--- config.mk ---
export PLATFORM = sky130hd
export DESIGN_NAME = frame_demux_serializer
export DESIGN_NICKNAME = d
export VERILOG_FILES = /design/src/rtl/frame_demux_serializer.sv
export SDC_FILE = /design/constraint.sdc
export NUM_CORES = 1
export LEC_CHECK = 0
export BUFFER_PORTS_ARGS = -buffer_cell sky130_fd_sc_hd__buf_2
export CORE_MARGIN = 3
export CORE_UTILIZATION = 60
export DETAILED_ROUTE_END_ITERATION = 16
export HOLD_SLACK_MARGIN = 0.02
export PLACE_DENSITY = 0.76
export SYNTH_ARGS = -nofsm -noshare
export SYNTH_HDL_FRONTEND = slang
export SYNTH_SLANG_ARGS = --single-unit
--- constraint.sdc ---
create_clock -name clk_in -period 16.7 [get_ports clk_in]
set_input_delay 3.34 -clock clk_in [delete_from_list [all_inputs] [get_ports clk_in]]
set_output_delay 3.34 -clock clk_in [all_outputs]
set_load 0.01 [all_outputs]
--- src/rtl/frame_demux_serializer.sv ---
// Framed 16-bit word stream parser with CRC-16 check, frame FIFO and
// per-channel Gray-coded serial egress.
module frame_demux_serializer #(
  parameter int unsigned FIFO_DEPTH = 4,
  parameter int unsigned MAX_WORDS  = 8,
  parameter logic [31:0] HEADER     = 32'hE0E0E0E0,
  parameter logic [31:0] TRAILER    = 32'h0E0E0E0E
) (
  input  logic        clk_in,
  input  logic        rst,
  input  logic [15:0] data_in,
  output logic        data_out_ch1,
  output logic        data_out_ch2,
  output logic        data_out_ch3,
  output logic        data_out_ch4,
  output logic        data_out_ch5,
  output logic        data_out_ch6,
  output logic        data_out_ch7,
  output logic        data_out_ch8,
  output logic        data_vld_ch1,
  output logic        data_vld_ch2,
  output logic        data_vld_ch3,
  output logic        data_vld_ch4,
  output logic        data_vld_ch5,
  output logic        data_vld_ch6,
  output logic        data_vld_ch7,
  output logic        data_vld_ch8,
  output logic        fifo_empty,
  output logic        fifo_full,
  output logic        crc_valid_o,
  output logic        crc_err
);

  localparam int unsigned PW = MAX_WORDS * 16;
  localparam int unsigned CW = $clog2(MAX_WORDS + 4);
  localparam int unsigned NW = $clog2(MAX_WORDS + 1);
  localparam int unsigned RW = $clog2(PW + 1);
  localparam int unsigned AW = $clog2(FIFO_DEPTH);
  localparam int unsigned EW = 8 + NW + PW;

  typedef enum logic [1:0] {P_IDLE, P_HDR1, P_CHAN, P_COLLECT} pstate_t;

  function automatic logic [15:0] crc_step(input logic [15:0] crc, input logic [15:0] word);
    logic [15:0] c;
    c = crc ^ word;
    for (int unsigned i = 0; i < 16; i++)
      c = c[15] ? ((c << 1) ^ 16'h1021) : (c << 1);
    return c;
  endfunction

  pstate_t        state, state_next;
  logic           start, store, push, err;
  logic           chan_ok, trailer;
  logic [CW-1:0]  count;
  logic [15:0]    w1, w2;
  logic [15:0]    crc_h0, crc_h1, crc_h2;
  logic [PW-1:0]  pay_sr;
  logic [7:0]     chan;
  logic           crc_err_q;

  logic [EW-1:0]  fifo_mem [FIFO_DEPTH];
  logic [AW:0]    wr_ptr, rd_ptr;
  logic           pop;
  logic [EW-1:0]  head;
  logic [NW-1:0]  head_n;
  logic [PW-1:0]  head_pay;
  logic [RW-1:0]  rem_load, shamt;

  logic           ser_active, crc_valid_q;
  logic [7:0]     ser_sel;
  logic [PW-1:0]  ser_sr;
  logic [RW-1:0]  ser_rem;
  logic [7:0]     lane_vld, lane_out;

  assign chan_ok = (data_in[15:8] == '0) && $onehot(data_in[7:0]);
  // Trailer is recognised on the word stream itself: last stored word plus the current one.
  assign trailer = (w1 == TRAILER[31:16]) && (data_in == TRAILER[15:0]) && (count != '0);

  // Parser state register
  always_ff @(posedge clk_in or posedge rst) begin
    if (rst) state <= P_IDLE;
    else     state <= state_next;
  end

  // Parser next-state and per-word control
  always_comb begin
    state_next = state;
    start      = 1'b0;
    store      = 1'b0;
    push       = 1'b0;
    err        = 1'b0;
    case (state)
      P_IDLE:  if (data_in == HEADER[31:16]) state_next = P_HDR1;
      P_HDR1:  state_next = (data_in == HEADER[15:0]) ? P_CHAN : P_IDLE;
      P_CHAN: begin
        if (chan_ok) begin
          state_next = P_COLLECT;
          start      = 1'b1;
        end else begin
          state_next = P_IDLE;
        end
      end
      P_COLLECT: begin
        store = 1'b1;
        if (trailer) begin
          state_next = P_IDLE;
          if (count >= CW'(3)) begin
            if (crc_h2 == w2) push = 1'b1;
            else              err  = 1'b1;
          end
        end else if (count == CW'(MAX_WORDS + 2)) begin
          state_next = P_IDLE;
        end
      end
      default: state_next = P_IDLE;
    endcase
  end

  // Collect datapath: payload lags the stream by two words so CRC and trailer-high never enter it,
  // and the CRC history keeps the value over exactly the payload when the trailer completes.
  always_ff @(posedge clk_in or posedge rst) begin
    if (rst) begin
      count     <= '0;
      w1        <= '0;
      w2        <= '0;
      crc_h0    <= '0;
      crc_h1    <= '0;
      crc_h2    <= '0;
      pay_sr    <= '0;
      chan      <= '0;
      crc_err_q <= 1'b0;
    end else begin
      crc_err_q <= err;
      if (start) begin
        count  <= '0;
        w1     <= '0;
        w2     <= '0;
        crc_h0 <= '0;
        crc_h1 <= '0;
        crc_h2 <= '0;
        pay_sr <= '0;
        chan   <= data_in[7:0];
      end else if (store) begin
        count  <= count + CW'(1);
        w1     <= data_in;
        w2     <= w1;
        pay_sr <= {pay_sr[PW-17:0], w2};
        crc_h0 <= crc_step(crc_h0, data_in);
        crc_h1 <= crc_h0;
        crc_h2 <= crc_h1;
      end
    end
  end

  assign fifo_empty = (wr_ptr == rd_ptr);
  assign fifo_full  = ((wr_ptr - rd_ptr) == (AW+1)'(FIFO_DEPTH));

  // Frame FIFO storage
  always_ff @(posedge clk_in) begin
    if (push && !fifo_full)
      fifo_mem[wr_ptr[AW-1:0]] <= {chan, NW'(count - CW'(2)), pay_sr};
  end

  // Frame FIFO pointers; a push while full is silently dropped
  always_ff @(posedge clk_in or posedge rst) begin
    if (rst) begin
      wr_ptr <= '0;
      rd_ptr <= '0;
    end else begin
      if (push && !fifo_full) wr_ptr <= wr_ptr + (AW+1)'(1);
      if (pop)                rd_ptr <= rd_ptr + (AW+1)'(1);
    end
  end

  assign head     = fifo_mem[rd_ptr[AW-1:0]];
  assign head_n   = head[PW +: NW];
  assign head_pay = head[PW-1:0];
  assign rem_load = RW'({head_n, 4'b0000});
  assign shamt    = RW'(PW) - rem_load;
  assign pop      = !ser_active && !fifo_empty;

  // Serializer: load Gray code MSB-aligned, then shift one bit per clock
  always_ff @(posedge clk_in or posedge rst) begin
    if (rst) begin
      ser_active  <= 1'b0;
      ser_sel     <= '0;
      ser_sr      <= '0;
      ser_rem     <= '0;
      crc_valid_q <= 1'b0;
    end else if (pop) begin
      ser_active  <= 1'b1;
      ser_sel     <= head[EW-1 -: 8];
      ser_sr      <= (head_pay ^ (head_pay >> 1)) << shamt;
      ser_rem     <= rem_load;
      crc_valid_q <= 1'b1;
    end else begin
      crc_valid_q <= 1'b0;
      if (ser_active) begin
        ser_sr  <= ser_sr << 1;
        ser_rem <= ser_rem - RW'(1);
        if (ser_rem == RW'(1)) ser_active <= 1'b0;
      end
    end
  end

  assign lane_vld = ser_active ? ser_sel : '0;
  assign lane_out = lane_vld & {8{ser_sr[PW-1]}};

  assign data_vld_ch1 = lane_vld[0];
  assign data_vld_ch2 = lane_vld[1];
  assign data_vld_ch3 = lane_vld[2];
  assign data_vld_ch4 = lane_vld[3];
  assign data_vld_ch5 = lane_vld[4];
  assign data_vld_ch6 = lane_vld[5];
  assign data_vld_ch7 = lane_vld[6];
  assign data_vld_ch8 = lane_vld[7];
  assign data_out_ch1 = lane_out[0];
  assign data_out_ch2 = lane_out[1];
  assign data_out_ch3 = lane_out[2];
  assign data_out_ch4 = lane_out[3];
  assign data_out_ch5 = lane_out[4];
  assign data_out_ch6 = lane_out[5];
  assign data_out_ch7 = lane_out[6];
  assign data_out_ch8 = lane_out[7];
  assign crc_valid_o  = crc_valid_q;
  assign crc_err      = crc_err_q;

endmodule

# After elaboration in Yosys (flattened, before gate mapping)
# Memory sizes are Yosys's and may differ from the RTL's.
# Cells that the tools add are included.
dict set report classes {
  n_reduce_logical 14
  addsub 14
  n_bitwise 19
  n_lt_le_gt_ge 1
  muxes 58
  n_mul 0
  n_shift 1
  div 0
  eq_ne 14
}
# operator n
set op_table {}
lappend op_table {{$mux W128} 4}
lappend op_table {{$mux W13} 16}
lappend op_table {{$mux W16} 10}
lappend op_table {{$shl A128 B8 Y128} 1}
lappend op_table {{$xor A128 B127 Y128} 1}
lappend op_table {{$not A3 Y3} 16}
lappend op_table {{$eq A16 B12 Y1 const B} 2}
lappend op_table {{$mux W8} 3}
lappend op_table {{$mux W1} 17}
lappend op_table {{$eq A16 B16 Y1} 1}
lappend op_table {{$eq A16 B16 Y1 const B} 1}
lappend op_table {{$xor A16 B16 Y16} 1}
lappend op_table {{$mux W2} 5}
lappend op_table {{$add A1 B1 Y2} 4}
lappend op_table {{$and A8 B8 Y8} 1}
lappend op_table {{$eq A8 B1 Y1 const B} 1}
lappend op_table {{$logic_not A8 Y1} 1}
lappend op_table {{$mux W4} 2}
lappend op_table {{$pmux W2 S4} 1}
lappend op_table {{$sub A8 B1 Y8 const B} 1}
lappend op_table {{$sub A8 B8 Y8 const A} 1}
lappend op_table {{$add A2 B2 Y3} 2}
lappend op_table {{$add A3 B1 Y3 const B} 2}
lappend op_table {{$logic_and A1 B1 Y1} 5}
lappend op_table {{18 further kinds} 22}
dict set report word_totals {
  input_bits 18
  output_inout_bits 20
  n_memories 1
  ramBits 560
  regBits 375
  wordCells 139
  rom_bits 0
  latch_bits 0
}
# name words width rd rd_clocked_by_memory_dff wr line_no
set mem_list {}
lappend mem_list {fifo_mem 4 140 1 0 1 61} ;# logic [EW-1:0] fifo_mem [FIFO_DEPTH];

# Depth between registers and ports, before layout
# Gate-level depths: netlist (run 1).
dict set report depth {
  ltp_word 35
  mapped_depth 17
  depth_no_buf 14
}

# Worst setup path after synthesis (run 1)
# No wires, ideal clock.
dict set report synth_path {
  path_type {input to register}
  start {input data_in[15]}
  end {memory fifo_mem[3][0] in the netlist's numbering (enable)}
  setup_slack_ps 7968
  t_required_ps 16182
  n_path_buf 1
  path_stages 5
  setup_ps 518
  arrival_time_ps 8214
  cell_sequence {clkbuf_1 > or4_1 > or4_1 > nor4b_4 > and2_1}
}
dict set report synth_between {
  elab_chain_len 8
}
# element line_no
set synth_lines {}
lappend synth_lines {{start, declared} 11} ;# input logic [15:0] data_in,
lappend synth_lines {{$eq A16 B12 Y1} 77} ;# assign trailer = (w1 == TRAILER[31:16]) && (data_in == TRAILER[15:0]) && (count != '0);
lappend synth_lines {{$logic_and A1 B1 Y1 (2 in a row)} 77}
lappend synth_lines {{$mux W1} 105} ;# if (trailer) begin
lappend synth_lines {{$mux W1} 92} ;# case (state)
lappend synth_lines {{$logic_and A1 B1 Y1} 160} ;# if (push && !fifo_full)
lappend synth_lines {{$mux W1} 160}
lappend synth_lines {{$mux W1 (implied by the code)} 161} ;# fifo_mem[wr_ptr[AW-1:0]] <= {chan, NW'(count - CW'(2)), pay_sr};
lappend synth_lines {{end, declared} 61}
# No other way between the ends.

# Final worst setup path (run 1)
dict set report layout_path {
  start {input data_in[1]}
  end {register chan[2]}
}
dict set report layout_between {
  elab_chain_len 7
}
# element line_no
set layout_lines {}
lappend layout_lines {{$add A1 B1 Y2 (implied by the code)} 75} ;# assign chan_ok = (data_in[15:8] == '0) && $onehot(data_in[7:0]);
lappend layout_lines {{$add A2 B2 Y3 (implied by the code)} 75}
lappend layout_lines {{$add A3 B3 Y4 (implied by the code)} 75}
lappend layout_lines {{$eq A4 B1 Y1} 75}
lappend layout_lines {{$logic_and A1 B1 Y1} 75}
lappend layout_lines {{$mux W1} 96} ;# if (chan_ok) begin
lappend layout_lines {{$mux W1} 92}
lappend layout_lines {{end signal, assigned} 142} ;# chan <= data_in[7:0];
lappend layout_lines {{end, declared} 58} ;# logic [7:0] chan;
# No other way between the ends.
# A chain may end at the register's enable or synchronous reset.

==> results.sh, run 1 <==
export IMPL_antenna_found_initial=0
export IMPL_status="finished clean"
export IMPL_first_pass_iters=8
export IMPL_drc_errors=0
export IMPL_routed_wl_um=93800
export IMPL_synth_area_leader_cell="edfxtp_1"
export IMPL_synthTopCellsByCount="edfxtp_1, nand2_1, dfrtp_1, nand3_1, mux4_2"
export IMPL_clock_fmax_ghz=0.134
export IMPL_tns_ps=0
export IMPL_synth_edf_count=560
export IMPL_synth_nets=3106
export IMPL_synthArstFlopShare_pct=40.1
export IMPL_critPathMaxFanout=78
export IMPL_grt_use_total_pct=26.9
export IMPL_ir_worst_vdd_mv=0.0797
export IMPL_tightest_slew_ps=1180
export IMPL_grt_pass1_vias=25805
export IMPL_synthCells=3064
export IMPL_io_buffers=37
export IMPL_drive_above_1_share_pct=13.5
export IMPL_cts_root_buf="clkbuf_16"
export IMPL_die_h_um=267
export IMPL_p_per_area_mw_per_mm2=105
export IMPL_vias_per_cell=6.33
export IMPL_skew_ps=31.7
export IMPL_wl_per_cell_um=23.6
export IMPL_yosysWarningCount=0
export IMPL_gp_congestion=0.856
export IMPL_total_power_w=0.00473
export IMPL_clk_pin_slew_ps=60
export IMPL_worstHoldEndpoint="crc_h2[6]"
export IMPL_grt_pass1_wl_um=149000
export IMPL_synthFlopType="edfxtp_1"
export IMPL_critical_path_top_delay_family="adder cells"
export IMPL_path_buf_inv=5
export IMPL_ctsHoldBuffers=0
export IMPL_cts_tree="yes"
export IMPL_r2r_setup_slack_ps=11380
export IMPL_cap_violations=0
export IMPL_finalCritPeriodShare_pct=44.8
export IMPL_netlist_top_cells_area="edfxtp_1, dfrtp_1, mux4_2"
export IMPL_drt_iter0_drc=2921
export IMPL_slew_viol_final=0
export IMPL_finalHoldViolCount=0
export IMPL_leakage_nw=15.2
export IMPL_ys_types=67
export IMPL_end_kind="flip-flop"
export IMPL_io_pins=38
export IMPL_period_needed_ps=7480
export IMPL_num_rows=95
export IMPL_antenna_left=0
export IMPL_filler_cell_count=4619
export IMPL_syn_area_mm2=0.0410
export IMPL_dieArea_mm2=0.0715
export IMPL_hold_class="reg2reg"
export IMPL_synth_seq_cells=935
export IMPL_reg2reg_depth=9
export IMPL_slew_headroom_pct=20.9
export IMPL_clkLatencyLatePin_ps=650
export IMPL_cts_setup_buffers=0
export IMPL_stdcell_area_mm2=0.0449
export IMPL_cp_start_kind="input pin"
export IMPL_synthToLayoutAreaGrowth_pct=9.44
export IMPL_crit_type="in2reg"
export IMPL_cp_cell_sequence="buf_2, inv_1, fa_1, fa_1, fa_1, inv_1, ha_1, inv_1, fa_1, nor2b_1, a31oi_1, or4_4, buf_4, mux2_2"
export IMPL_antenna_cells=0
export IMPL_critPathArrivalTime_ps=8010
export IMPL_start_util_pct=60.9
export IMPL_clockBufferDepth=3
export IMPL_min_from="crc_h1[6]"
export IMPL_slowest_delay_ps=780
export IMPL_critical_path_required_ps=17230
export IMPL_fin_nets=3072
export IMPL_cts_resized=0
export IMPL_numCtsBuffers=93
export IMPL_syn_avg_cell_area_um2=13.4
export IMPL_core_area_mm2=0.0674
export IMPL_globalRoute_totalOverflow=0
export IMPL_clock_sinks=935
export IMPL_hpwl_um=54500
export IMPL_path_common_cell="fa_1"
export IMPL_setup_viol=0
export IMPL_grt_max_degree=118
export IMPL_rsz0062_at_grt="false"
export IMPL_critPathSlowestCell="buf_4"
export IMPL_num_vias=25216
export IMPL_r2r_end="ser_sr[24]"
export IMPL_post_dp_cell_area_mm2=0.0418
export IMPL_die_w_um=267
export IMPL_utilization_pct=66.6
export IMPL_hold_depth=2
export IMPL_h_tree_depth=3
export IMPL_r2r_start="rd_ptr[0]"
export IMPL_yosysTopAreaCellShare_pct=41.0
export IMPL_seq_area_frac_synth_pct=63.9
## how the worst max path moves through the flow
| stage | from | end | slack, ps | depth (start not counted) |
|---|---|---|---|---|
| 4_1_cts | data_in[1] | chan[2] | 9310 | 14 |
| 3_5_place_dp | data_in[1] | chan[2] | 8610 | 14 |
| 3_3_place_gp | data_in[0] | chan[2] | 8620 | 14 |
| 5_1_grt | data_in[0] | pay_sr[118] | 9000 | 15 |
| 6_report | data_in[1] | chan[2] | 9220 | 14 |
| 2_1_floorplan | rst | chan[0] | 2940 | 1 |
## stage by stage
step                      hold slack, ps  cells  setup slack, ps
after floorplan                      438   3064             2940
after global placement               451   3808             8620
after detailed placement             454   3808             8610
after CTS                            473   3983             9310
after global routing                 500   3983             9000
final                                466   3983             9220
## sequential cells by signal, indices dropped and copies added, names as in the netlist, 2 cells and up
signal    flops
rd_ptr        3
ser_sr      128
w1           16
state         2
crc_h2       16
crc_h0       16
ser_rem       8
crc_h1       16
fifo_mem    560
count         4
chan          8
wr_ptr        3
ser_sel       8
pay_sr      128
w2           16
## worst min-delay path: cells and delay by family (launching register included)
family	cells	cell delay (ps)
DFF	1	340
and+or+nand+nor	2	100
## metal layers
| metal | share of wire (%) | global-route usage [%] | routed length [µm] | up-vias |
|---|---|---|---|---|
| li1 | - | - | - | 11132 |
| met2 | 48 | 43.2 | 45400 | 992 |
| met1 | 42 | 38.5 | 39100 | 12906 |
| met5 | 0 | 0 | 0 | - |
| met3 | 7.1 | 4.27 | 6660 | 186 |
| met4 | 2.9 | 8.46 | 2690 | 0 |
## where the power goes
group / total [W] / internal, W / switching [W]
sequential: 0.00245 / 0.00244 / 0.0000111
clock: 0.00212 / 0.00124 / 0.000875
combinational: 0.000156 / 0.0000642 / 0.0000921
## kinds of logic after synthesis
kind of cell	after synthesis	synth area share (%)
compound gates	334	5.64
xor+xnor	216	4.78
fa+ha+maj	24	0.805
buf+inv	261	2.69
flops	935	63.9
mux	285	11.5
simple gates	1009	10.7
## cells in the final DEF (no fill, tap or decap), drive strengths merged, types with 9 or more instances in the layout
master	count
nor2	108
o221ai	16
a22oi	18
a31oi	9
or3	12
a21oi	60
and2	23
o31ai	12
buf	76
a222oi	24
dfrtp	375
nand3	222
edfxtp	560
xor2	78
nand2b	11
a221o	30
nand2	560
inv	57
mux4	146
clkbuf	120
xnor2	133
o21ai	84
nor3	33
o22ai	16
ha	20
mux2i	110
bufinv	10
o21a	17
clkinv	41
o211ai	18
mux2	29
o311ai	10
## layout make-up
cell class,count,area [µm²],share of cell area [%]
Sequential cell,935,26200,58.4
Multi-Input combinational cell,1868,13800,30.7
Clock buffer,120,2570,5.73
Tap cell,873,1090,2.43
Clock inverter,55,542,1.21
Timing Repair Buffer,76,490,1.09
Inverter,56,225,0.502
(Power assumes the default switching activity.)
==> run 2: changes to the inputs <==
- CORE_UTILIZATION: 60 -> 57
- clock period: 16.7 -> 6.6 ns (I/O delays scaled with it)
==> results.sh, run 2 (same netlist as run 1, synthesis figures left out) <==
export IMPL_crit_cells=15
export IMPL_grt_pass1_vias=26060
export IMPL_dieArea_mm2=0.0752
export IMPL_stdcell_area_mm2=0.0451
export IMPL_core_area_mm2=0.0706
export IMPL_first_pass_iters=6
export IMPL_clk_pin_slew_ps=60
export IMPL_final_common_cell="edfxtp_1"
export IMPL_slowest_delay_ps=890
export IMPL_end_kind="flip-flop"
export IMPL_path_buf_inv=5
export IMPL_crit_type="in2reg"
export IMPL_finalNonFillerCells=4057
export IMPL_filler_cell_count=5059
export IMPL_cp_cell_sequence="buf_2, inv_1, fa_1, fa_1, fa_1, inv_1, ha_1, inv_1, fa_1, nor2_1, a31oi_1, or4_4, buf_12, nand3_1, nand2_1"
export IMPL_ir_worst_vdd_mv=0.218
export IMPL_cts_tree="yes"
export IMPL_cp_start_kind="input pin"
export IMPL_drc_errors=0
export IMPL_leakage_nw=15.3
export IMPL_critPathMaxFanout=79
export IMPL_synthToLayoutAreaGrowth_pct=10.0
export IMPL_routed_wl_um=96900
export IMPL_grt_use_total_pct=26.2
export IMPL_finalCritPeriodShare_pct=77.3
export IMPL_crit_start="data_in[1]"
export IMPL_slew_headroom_pct=20.1
export IMPL_grt_pass1_wl_um=152000
export IMPL_h_tree_depth=3
export IMPL_antenna_left=0
export IMPL_reg2reg_depth=8
export IMPL_critPathSlowestCell="or4_4"
export IMPL_grt_max_degree=190
export IMPL_status="finished clean"
export IMPL_globalRoute_totalOverflow=0
export IMPL_tns_ps=0
export IMPL_clockBufferDepth=3
export IMPL_r2r_end="ser_sr[15]"
export IMPL_r2r_setup_slack_ps=1540
export IMPL_io_pins=38
export IMPL_num_rows=97
export IMPL_ctsHoldBuffers=0
export IMPL_intPower_w=0.00944
export IMPL_wl_per_cell_um=23.9
export IMPL_critPathArrivalTime_ps=5630
export IMPL_setup_viol=0
export IMPL_whs_ps=458
export IMPL_tightest_slew_ps=1190
export IMPL_clock_fmax_ghz=0.196
export IMPL_cap_violations=0
export IMPL_post_dp_cell_area_mm2=0.0420
export IMPL_antenna_found_initial=1
export IMPL_p_per_area_mw_per_mm2=265
export IMPL_p_clk_share_pct=44.9
export IMPL_cts_root_buf="clkbuf_16"
export IMPL_die_h_um=274
export IMPL_place_inst=3882
export IMPL_drt_iter0_drc=3243
export IMPL_hpwl_um=56600
export IMPL_gp_congestion=0.860
export IMPL_clock_sinks=935
export IMPL_io_buffers=37
export IMPL_drive_above_1_share_pct=13.5
export IMPL_r2r_start="rd_ptr[1]"
export IMPL_start_util_pct=58.1
export IMPL_period_needed_ps=5100
export IMPL_power_switching_w=0.00252
export IMPL_seqPwrFrac_pct=51.8
export IMPL_finalHoldViolCount=0
export IMPL_cts_resized=0
export IMPL_clkLatencyLatePin_ps=670
export IMPL_die_w_um=274
export IMPL_path_common_cell="fa_1"
export IMPL_final_cell_mix="edfxtp_1, nand2_1, dfrtp_1"
export IMPL_skew_ps=27.1
export IMPL_p_sw_share_pct=21.1
export IMPL_largest_register_ffs=560
export IMPL_rsz0062_at_grt="false"
export IMPL_vias_per_cell=6.31
export IMPL_slew_viol_final=0
export IMPL_numCtsBuffers=92
export IMPL_cts_setup_buffers=0
export IMPL_critical_path_top_delay_family="adder cells"
export IMPL_num_vias=25600
export IMPL_critical_path_required_ps=7130
export IMPL_p_comb_share_pct=3.3
export IMPL_fin_nets=3078
export IMPL_hold_class="reg2reg"
export IMPL_endpoint="pay_sr[70]"
-- run 2: cell types whose count changed in the layout (fill, tap and decap cells not counted) --
cell,delta
clkinv_2,-13
buf_12,+10
clkbuf_1,+8
clkbuf_8,+8
clkbuf_16,-4
clkinv_1,-4
buf_4,-3
inv_16,+3
bufinv_16,-2
clkinv_4,+2
clkbuf_4,+1
diode_2,+1
-- run 2: metal layers --
| metal | global-route usage, % | share of wire (%) | up-vias |
|---|---|---|---|
| met1 | 36.7 | 41 | 13082 |
| met2 | 41.1 | 48 | 1140 |
| li1 | - | - | 11168 |
| met4 | 9.85 | 3.5 | 0 |
| met3 | 5.44 | 8.0 | 210 |
| met5 | 0 | 0 | - |
-- run 2: worst min-delay path by stage --
stage	from	end	slack (ps)	cells past startpoint
2_1_floorplan	crc_h1[0]	crc_h2[0]	440	2
3_3_place_gp	crc_h1[1]	crc_h2[1]	450	2
3_5_place_dp	crc_h1[1]	crc_h2[1]	450	2
6_report	crc_h1[3]	crc_h2[3]	460	2
5_1_grt	crc_h1[1]	crc_h2[1]	490	2
4_1_cts	crc_h1[1]	crc_h2[1]	450	2
-- run 2: worst reg2reg max path: stages (launching register included) --
cell and delay, ps:
dfrtp_4 910, mux4_2 1030, inv_6 460, ha_1 360, xor2_1 520, nor2b_4 590
buf_4 560, nand2_1 270, o221ai_1 270
-- run 2: through the flow --
step	worst slack, ps	power (W)	util (%)
after global routing	1330	0.0123	63.9
after global placement	966	0.00670	59.5
after floorplan	244	0.00662	-
after detailed placement	894	0.00671	59.5
final	1500	0.0120	63.9
after CTS	1520	0.0120	63.9
-- run 2: power by group through the flow --
| stage | logic (W) | clock network [W] | registers, W |
|---|---|---|---|
| after floorplan | 0.000307 | 0 | 0.00631 |
| after global placement | 0.000385 | 0 | 0.00632 |
| after detailed placement | 0.000393 | 0 | 0.00632 |
| after CTS | 0.000397 | 0.00543 | 0.00620 |
| after global routing | 0.000431 | 0.00566 | 0.00620 |
| final | 0.000394 | 0.00536 | 0.00620 |
-- run 2: final cells by class --
class	count	area, µm²	share of cell area [%]
Inverter	56	221	0.491
Antenna cell	1	2.50	0.00554
Sequential cell	935	26200	58.1
Clock inverter	41	483	1.07
Timing Repair Buffer	83	668	1.48
Clock buffer	133	2620	5.81
Multi-Input combinational cell	1868	13800	30.5
Tap cell	940	1180	2.61
